### src/rtl/muldiv_unit.sv
// Iterative 32-bit multiply/divide unit: shift-add MUL and restoring UDIV/SDIV/UMOD,
// one iteration per cycle, result returned on the register-file write port.
module muldiv_unit #(
  parameter int XLEN  = 32,
  parameter int RADDR = 4
) (
  input  logic             clk,
  input  logic             rst,
  input  logic             start,
  input  logic             flush,
  input  logic [1:0]       op,
  input  logic [XLEN-1:0]  srca,
  input  logic [XLEN-1:0]  srcb,
  input  logic [RADDR-1:0] rd_in,
  output logic             busy,
  output logic             done,
  output logic [XLEN-1:0]  result,
  output logic [RADDR-1:0] wa3,
  output logic             we3
);

  typedef enum logic [1:0] {
    IDLE = 2'd0,
    CALC = 2'd1,
    DONE = 2'd2
  } state_t;

  localparam logic [1:0] OP_MUL  = 2'b00;
  localparam logic [1:0] OP_UDIV = 2'b01;
  localparam logic [1:0] OP_SDIV = 2'b10;
  localparam logic [1:0] OP_UMOD = 2'b11;

  // Two's-complement magnitude; the most negative value maps onto itself as unsigned.
  function automatic logic [XLEN-1:0] mag(input logic [XLEN-1:0] v);
    mag = v[XLEN-1] ? (~v + XLEN'(1)) : v;
  endfunction

  function automatic logic [XLEN-1:0] neg(input logic [XLEN-1:0] v);
    neg = ~v + XLEN'(1);
  endfunction

  state_t           state_r;
  logic [4:0]       count_r;
  logic [1:0]       op_r;
  logic [XLEN-1:0]  a_r;    // multiplicand / dividend-quotient shift register
  logic [XLEN-1:0]  b_r;    // multiplier / divisor
  logic [XLEN-1:0]  acc_r;  // product accumulator / partial remainder
  logic             neg_r;
  logic [RADDR-1:0] rd_r;
  logic             busy_r;
  logic             done_r;
  logic [XLEN-1:0]  result_r;
  logic [RADDR-1:0] wa3_r;

  logic [XLEN:0]    rem_w_s;
  logic [XLEN-1:0]  step_a_s;
  logic [XLEN-1:0]  step_b_s;
  logic [XLEN-1:0]  step_acc_s;
  logic [XLEN-1:0]  final_s;
  logic             div0_s;

  // One shift-add or restoring-division iteration on the current datapath state.
  always_comb begin
    rem_w_s    = {acc_r, a_r[XLEN-1]};
    step_a_s   = a_r;
    step_b_s   = b_r;
    step_acc_s = acc_r;
    if (op_r == OP_MUL) begin
      if (b_r[0]) begin
        step_acc_s = acc_r + a_r;
      end else begin
        step_acc_s = acc_r;
      end
      step_a_s = a_r << 1;
      step_b_s = b_r >> 1;
    end else begin
      step_b_s = b_r;
      if (rem_w_s >= {1'b0, b_r}) begin
        step_acc_s = rem_w_s[XLEN-1:0] - b_r;
        step_a_s   = {a_r[XLEN-2:0], 1'b1};
      end else begin
        step_acc_s = rem_w_s[XLEN-1:0];
        step_a_s   = {a_r[XLEN-2:0], 1'b0};
      end
    end
  end

  // Final result selection, including the signed-quotient fix-up.
  always_comb begin
    final_s = acc_r;
    case (op_r)
      OP_MUL:  final_s = acc_r;
      OP_UDIV: final_s = a_r;
      OP_SDIV: final_s = neg_r ? neg(a_r) : a_r;
      OP_UMOD: final_s = acc_r;
      default: final_s = acc_r;
    endcase
  end

  // Divide-by-zero detection at latch time.
  always_comb begin
    if ((op != OP_MUL) && (srcb == '0)) begin
      div0_s = 1'b1;
    end else begin
      div0_s = 1'b0;
    end
  end

  // Control FSM, datapath registers and registered outputs.
  always_ff @(posedge clk or posedge rst) begin
    if (rst) begin
      state_r  <= IDLE;
      count_r  <= 5'd0;
      op_r     <= 2'b00;
      a_r      <= '0;
      b_r      <= '0;
      acc_r    <= '0;
      neg_r    <= 1'b0;
      rd_r     <= '0;
      busy_r   <= 1'b0;
      done_r   <= 1'b0;
      result_r <= '0;
      wa3_r    <= '0;
    end else begin
      done_r <= 1'b0;
      if (flush) begin
        state_r <= IDLE;
        busy_r  <= 1'b0;
      end else begin
        case (state_r)
          IDLE: begin
            if (start) begin
              op_r    <= op;
              rd_r    <= rd_in;
              count_r <= 5'd31;
              busy_r  <= 1'b1;
              neg_r   <= (op == OP_SDIV) ? (srca[XLEN-1] ^ srcb[XLEN-1]) : 1'b0;
              if (div0_s) begin
                // Quotient 0, remainder = dividend: DONE's selection yields the zero-divisor results.
                a_r     <= '0;
                b_r     <= '0;
                acc_r   <= srca;
                state_r <= DONE;
              end else begin
                a_r     <= (op == OP_SDIV) ? mag(srca) : srca;
                b_r     <= (op == OP_SDIV) ? mag(srcb) : srcb;
                acc_r   <= '0;
                state_r <= CALC;
              end
            end else begin
              state_r <= IDLE;
            end
          end
          CALC: begin
            a_r     <= step_a_s;
            b_r     <= step_b_s;
            acc_r   <= step_acc_s;
            count_r <= count_r - 5'd1;
            if (count_r == 5'd0) begin
              state_r <= DONE;
            end else begin
              state_r <= CALC;
            end
          end
          DONE: begin
            result_r <= final_s;
            wa3_r    <= rd_r;
            done_r   <= 1'b1;
            busy_r   <= 1'b0;
            state_r  <= IDLE;
          end
          default: begin
            state_r <= IDLE;
            busy_r  <= 1'b0;
          end
        endcase
      end
    end
  end

  assign busy   = busy_r;
  assign done   = done_r;
  assign we3    = done_r;
  assign result = result_r;
  assign wa3    = wa3_r;

endmodule

### config.mk
export PLATFORM = sky130hd
export DESIGN_NAME = muldiv_unit
export DESIGN_NICKNAME = d
export VERILOG_FILES = /design/src/rtl/muldiv_unit.sv
export SDC_FILE = /design/constraint.sdc
export NUM_CORES = 1
export LEC_CHECK = 0
export CORE_AREA = 3 3 146 148
export CTS_BUF_LIST = sky130_fd_sc_hd__clkbuf_16
export DETAILED_ROUTE_END_ITERATION = 12
export DIE_AREA = 0 0 149 151
export MAX_ROUTING_LAYER = met4
export PLACE_DENSITY = 0.84
export SLEW_MARGIN = 10
export SYNTH_ARGS = -nofsm -noshare
export SYNTH_HDL_FRONTEND = slang
export SYNTH_SLANG_ARGS = --single-unit
### constraint.sdc
create_clock -name clk -period 14.7 [get_ports clk]
set_input_delay 2.94 -clock clk [delete_from_list [all_inputs] [get_ports clk]]
set_output_delay 2.94 -clock clk [all_outputs]
set_load 0.02 [all_outputs]
==> metrics, run 1 <==
post-synthesis simple-gate area fraction=19.2%; Placement Cell Area=14100 sq um; slew at the pin with the worst max-slew slack=1.06 ns; CTS Sinks=148; RSZ-0062 raised after global routing=no; commonest cells after routing, fill and taps aside=a21oi_1, nor2_1, dfrtp_1; vias per std cell=6.45; CP Cell Sequence=clkdlybuf4s50_1, or4_1, nor4_1, nand3_1, nor2_1, buf_4, nor2_4, a221oi_1, a21oi_1; CTS max path bufs=2; # H-tree levels=4; CTS buffer count=17; Setup crit end=a_r[8]$_DFFE_PP0P_; DRT met1 WL=16.6 mm; dominant cells by area after synthesis=dfrtp_1, a21oi_1, ha_1; Leak=6.15 nW; I/O Buffers=112; post-DR wirelength/cell=19.2 um; number of synthesized flops with an enable pin=0; predominant post-synthesis flop cell=dfrtp_1; Design Power=2.49 mW; Worst Path Arrival=6.14 ns; Die H=151 um; drt drc=0; final WL=37.9 mm; Final min period=5.84 ns; Worst Reg-to-Reg Cells=12; cells after synthesis=1632; worst slack, placed=8.44 ns; CP max stage cell=nor4_1; CTS tree=yes; layout cells sized above 1=5.76%; crit path capture type=flip-flop; met3 WL=3.46 mm; Antenna diodes=0; GRT Total Usage=34.7%; Final Wtd Congestion=1.00; VDD IR max=0.000107 V; Vias=12700; Nets=1834; largest net degree at the start of global routing=79; Worst R2R End=acc_r[14]$_DFFE_PP0P_; Hold Crit Start=rd_r[0]$_DFFE_PP0P_; XOR/XNOR Fraction of Synth Area=7.46%; DRT antenna net count=0; hold slack final=0.473 ns; final core occ=72.5%; drt pass-1 iters=7; biggest area consumer among synthesized cells=dfrtp_1; CTS clk-pin slew, worst paths=0.07 ns; register-to-register setup slack=10.83 ns; # rows=52; outcome=finished, final reports clean; post-route setup slack=8.86 ns; Synth Area in Compound Gates=29.3%; fin crit share=39.7%; starting density of the core=63.4%; # resized after CTS=0; Top Layer Used=met4; HP Class=flip-flop to flip-flop; Post-Route Setup TNS=0 ns; Seq/Total Area, Yosys=28.9%; Clock Tree Root=clkbuf_16; final std cells w/o fill=1971; WP data required=15.00 ns; Die X=149 um; synthesized area=12800 sq um; Post-Place Cells=1939; max-slew violations=0; most common cell after layout, fill and taps aside=a21oi_1; CP Launch Point=srcb[2]; multiplexer area fraction after synthesis=2.91%; # IOs=113; Finished Cell Area=14600 sq um; HPWL after DPL=28.4 mm; CP max stage delay=0.65 ns; Clock Latency Late Sink=0.43 ns; Final Hold Viols=0; final setup fails=0; initial DRC count=1243; synth unique cells=74; Adder-Cell Fraction of Synth Area=7.16%; Ys Warns=0; #FFs+latches synth=148; Fmax achieved=171 MHz; core area=20200 sq um; clock skew=0.0106 ns; ys async rst share=100%; crit-path max FO=34; initial antenna violation count=0; grt total ovfl=0; reg2reg start=acc_r[5]$_DFFE_PP0P_; PwrDens=170 nW/um^2; max-cap violation count=0; Rel. slew slack=29.1%; Post-CTS Setup Inserts=0; Layout area overhead=14.3%; critical path class=primary input to flip-flop; Avg Synthesized Cell Area=7.84 sq um; area share of the largest cell type after synthesis=28.9%; hold_buf cts=0; Startpoint Class=primary input; die area=22500 sq um; first-pass GRT wire length=61.0 mm; met2 wire len=17.0 mm; largest family of logic cells by synthesized area=compound AO/OA/AOI/OAI gates; post-synth net total=1778; number of global-route vias before repair=11700
## worst min-delay path by stage
stage | end | slack (ns) | cells after the start
final | rd_r[0]$_DFFE_PP0P_ | 0.47 | 2
after global routing | rd_r[0]$_DFFE_PP0P_ | 0.50 | 2
after CTS | rd_r[1]$_DFFE_PP0P_ | 0.47 | 2
after detailed placement | rd_r[1]$_DFFE_PP0P_ | 0.46 | 2
after global placement | rd_r[0]$_DFFE_PP0P_ | 0.45 | 2
after floorplan | rd_r[0]$_DFFE_PP0P_ | 0.44 | 2
## Yosys cell counts, drive strengths merged, types with 14 or more instances
master	instances
inv	72
nand3	27
o31ai	19
a221oi	56
a211oi	14
mux2i	20
ha	70
and3	21
dfrtp	148
nor3	33
nor4	14
a21o	38
o211ai	18
o21ai	119
mux2	15
o41ai	15
o221ai	14
nor3b	17
nor2	199
clkbuf	80
a21oi	199
nand2	146
xor2	53
xnor2	56
o21a	19
## power breakdown
part / internal [mW] / switching (mW) / total, mW
combinational: 0.601 / 0.832 / 1.43
sequential: 0.482 / 0.142 / 0.623
clock: 0.251 / 0.185 / 0.436
total: 1.33 / 1.16 / 2.49
## cell type report
type,instances,area (sq um)
clock buffers,17,425
inverters,72,275
multi-input cells,1321,8490
fillers,1629,5540
clock inverters,15,155
well taps,270,338
repair buffers,128,1240
flip-flops and latches,148,3700
## critical path: cells and delay by family
family	cells	cell delay, ns
AOI/OAI and AO/OA	2	0.46
buffers and inverters	2	0.74
and+or+nand+nor	5	1.99
## metal layers
layer  global-route usage, %  vias to the layer above
li1                        -                     6087
met1                    48.0                     5963
met2                    53.0                      595
met3                    5.39                       76
met4                    10.9                        0
met5                       -                        -
## logic make-up (layout without fill, tap and decap cells)
| logic type | Yosys count | after routing |
|---|---|---|
| AND/OR/NAND/NOR | 531 | 531 |
| buffers and inverters | 163 | 232 |
| AO/OA/AOI/OAI | 574 | 574 |
| XOR/XNOR | 109 | 109 |
| flip-flops | 148 | 148 |
| multiplexers | 35 | 35 |
| adder cells (fa/ha/maj) | 72 | 72 |
## state kept, by name (all words and copies together) (netlist names)
| signal | cells |
|---|---|
| neg_r | 1 |
| count_r | 5 |
| busy | 1 |
| a_r | 32 |
| acc_r | 32 |
| result | 32 |
| rd_r | 4 |
| wa3 | 4 |
| state_r | 2 |
| b_r | 32 |
| done | 1 |
| op_r | 2 |
No activity file was read; power rests on OpenSTA's default activity.
==> run 2: changes to the inputs <==
--- a/config.mk
+++ b/config.mk
@@ -5,12 +5,12 @@
 export SDC_FILE = /design/constraint.sdc
 export NUM_CORES = 1
 export LEC_CHECK = 0
-export CORE_AREA = 3 3 146 148
+export CORE_AREA = 3 3 151 153
 export CTS_BUF_LIST = sky130_fd_sc_hd__clkbuf_16
 export DETAILED_ROUTE_END_ITERATION = 12
-export DIE_AREA = 0 0 149 151
+export DIE_AREA = 0 0 154 156
 export MAX_ROUTING_LAYER = met4
-export PLACE_DENSITY = 0.84
+export PLACE_DENSITY = 0.79
 export SLEW_MARGIN = 10
 export SYNTH_ARGS = -nofsm -noshare
 export SYNTH_HDL_FRONTEND = slang
==> constraint.sdc (replaced) <==
create_clock -name clk -period 5.75 [get_ports clk]
set_input_delay 1.15 -clock clk [delete_from_list [all_inputs] [get_ports clk]]
set_output_delay 1.15 -clock clk [all_outputs]
set_load 0.02 [all_outputs]
==> metrics, run 2 (synthesis results as in run 1) <==
max-cap violation count=0; Post-Route Setup TNS=0 ns; core area=21700 sq um; starting density of the core=59.0%; initial antenna violation count=0; HPWL after DPL=29.6 mm; # IOs=113; CTS max path bufs=2; Die H=156 um; crit path capture type=flip-flop; WP data required=6.09 ns; Leak=6.18 nW; Layout area overhead=15.0%; Final Wtd Congestion=0.956; Die X=154 um; Worst Reg-to-Reg Cells=14; drt pass-1 iters=6; Antenna diodes=0; CP max stage cell=nor2_1; Clock Tree Root=clkbuf_16; CTS Sinks=148; Filler cells=1789; die area=24000 sq um; Nets=1837; drt drc=0; Final min period=4.30 ns; CP Cell Sequence=clkdlybuf4s50_1, or4_1, nor4_1, nand4_1, nor2_1, buf_4, a221oi_1, o22ai_1; crit-path max FO=15; Final Hold Viols=0; grt total ovfl=0; CTS clk-pin slew, worst paths=0.06 ns; CP max stage delay=0.77 ns; HP Class=flip-flop to flip-flop; # H-tree levels=4; Post-CTS Setup Inserts=0; CP Launch Point=srcb[2]; Fmax achieved=232 MHz; most common cell after layout, fill and taps aside=a21oi_1; Startpoint Class=primary input; clock skew=0.0134 ns; I/O Buffers=112; hold_buf cts=0; final core occ=67.9%; register-to-register setup slack=1.78 ns; vias per std cell=6.35; critical path class=primary input to flip-flop; Rel. slew slack=19.7%; register area=3700 sq um; CTS tree=yes; initial DRC count=1270; footprint of the multi-input gates=8490 sq um; Design Power=6.47 mW; layout cells sized above 1=5.99%; Vias=12600; number of global-route vias before repair=11600; commonest cells after routing, fill and taps aside=a21oi_1, nor2_1, dfrtp_1; # rows=54; post-DR wirelength/cell=19.5 um; Setup crit end=acc_r[10]$_DFFE_PP0P_; final WL=38.6 mm; RSZ-0062 raised after global routing=no; outcome=finished, final reports clean; final setup fails=0; Worst R2R End=acc_r[3]$_DFFE_PP0P_; # resized after CTS=0; PwrDens=439 nW/um^2; DRT antenna net count=0; Worst Path Arrival=4.64 ns; largest net degree at the start of global routing=80; fin crit share=74.8%; VDD IR max=0.000286 V; GRT Total Usage=32.7%; slew at the pin with the worst max-slew slack=1.20 ns; max-slew violations=0; reg2reg start=a_r[31]$_DFFE_PP0P_; first-pass GRT wire length=61.8 mm; CTS buffer count=17; Clock Latency Late Sink=0.44 ns
==> run 2: power breakdown <==
| group | internal, mW | switching, mW | leakage [nW] |
|---|---|---|---|
| registers | 1.23 | 0.361 | 1.85 |
| logic | 1.55 | 2.14 | 4.04 |
| clock network | 0.694 | 0.497 | 0.299 |
==> run 2: worst min path at each step <==
stage / to / cells past startpoint / slack (ns) / from
6_report: rd_r[0]$_DFFE_PP0P_ / 2 / 0.48 / rd_r[0]$_DFFE_PP0P_
5_1_grt: rd_r[3]$_DFFE_PP0P_ / 2 / 0.50 / rd_r[3]$_DFFE_PP0P_
3_5_place_dp: rd_r[0]$_DFFE_PP0P_ / 2 / 0.46 / rd_r[0]$_DFFE_PP0P_
4_1_cts: rd_r[0]$_DFFE_PP0P_ / 2 / 0.48 / rd_r[0]$_DFFE_PP0P_
2_1_floorplan: rd_r[0]$_DFFE_PP0P_ / 2 / 0.44 / rd_r[0]$_DFFE_PP0P_
3_3_place_gp: rd_r[2]$_DFFE_PP0P_ / 2 / 0.45 / rd_r[2]$_DFFE_PP0P_
==> run 2: metal layers <==
metal / global-route usage [%] / part of all wire [%] / up-vias
met4: 8.62 / 2.1 / 0
met5: - / 0 / -
met2: 49.9 / 45 / 591
met3: 4.74 / 7.8 / 69
met1: 45.9 / 45 / 5843
li1: - / - / 6097
==> run 2: per-stage QoR <==
stage	instances	hold slack (ns)	setup WS, ns	cell area [sq um]
global placement	1952	0.453	1.16	14100
CTS	1984	0.476	1.56	14700
finish	1984	0.476	1.45	14700
global route	1984	0.501	1.30	14700
detailed placement	1952	0.460	1.10	14100
floorplan	1632	0.440	0.620	12800
==> run 2: cell type report <==
class / instances / area share, %
clock inverter: 15 / 1.30
multi-input combinational: 1321 / 57.7
sequential: 148 / 25.2
clock buffer: 17 / 2.89
inverter: 72 / 1.87
tap: 280 / 2.38
timing repair buffer: 131 / 8.67
==> run 2: worst max-delay path, delay by kind of cell <==
family          cells  cell delay (ns)
simple gates        4             2.35
buf+inv             2             0.85
compound gates      2             0.28
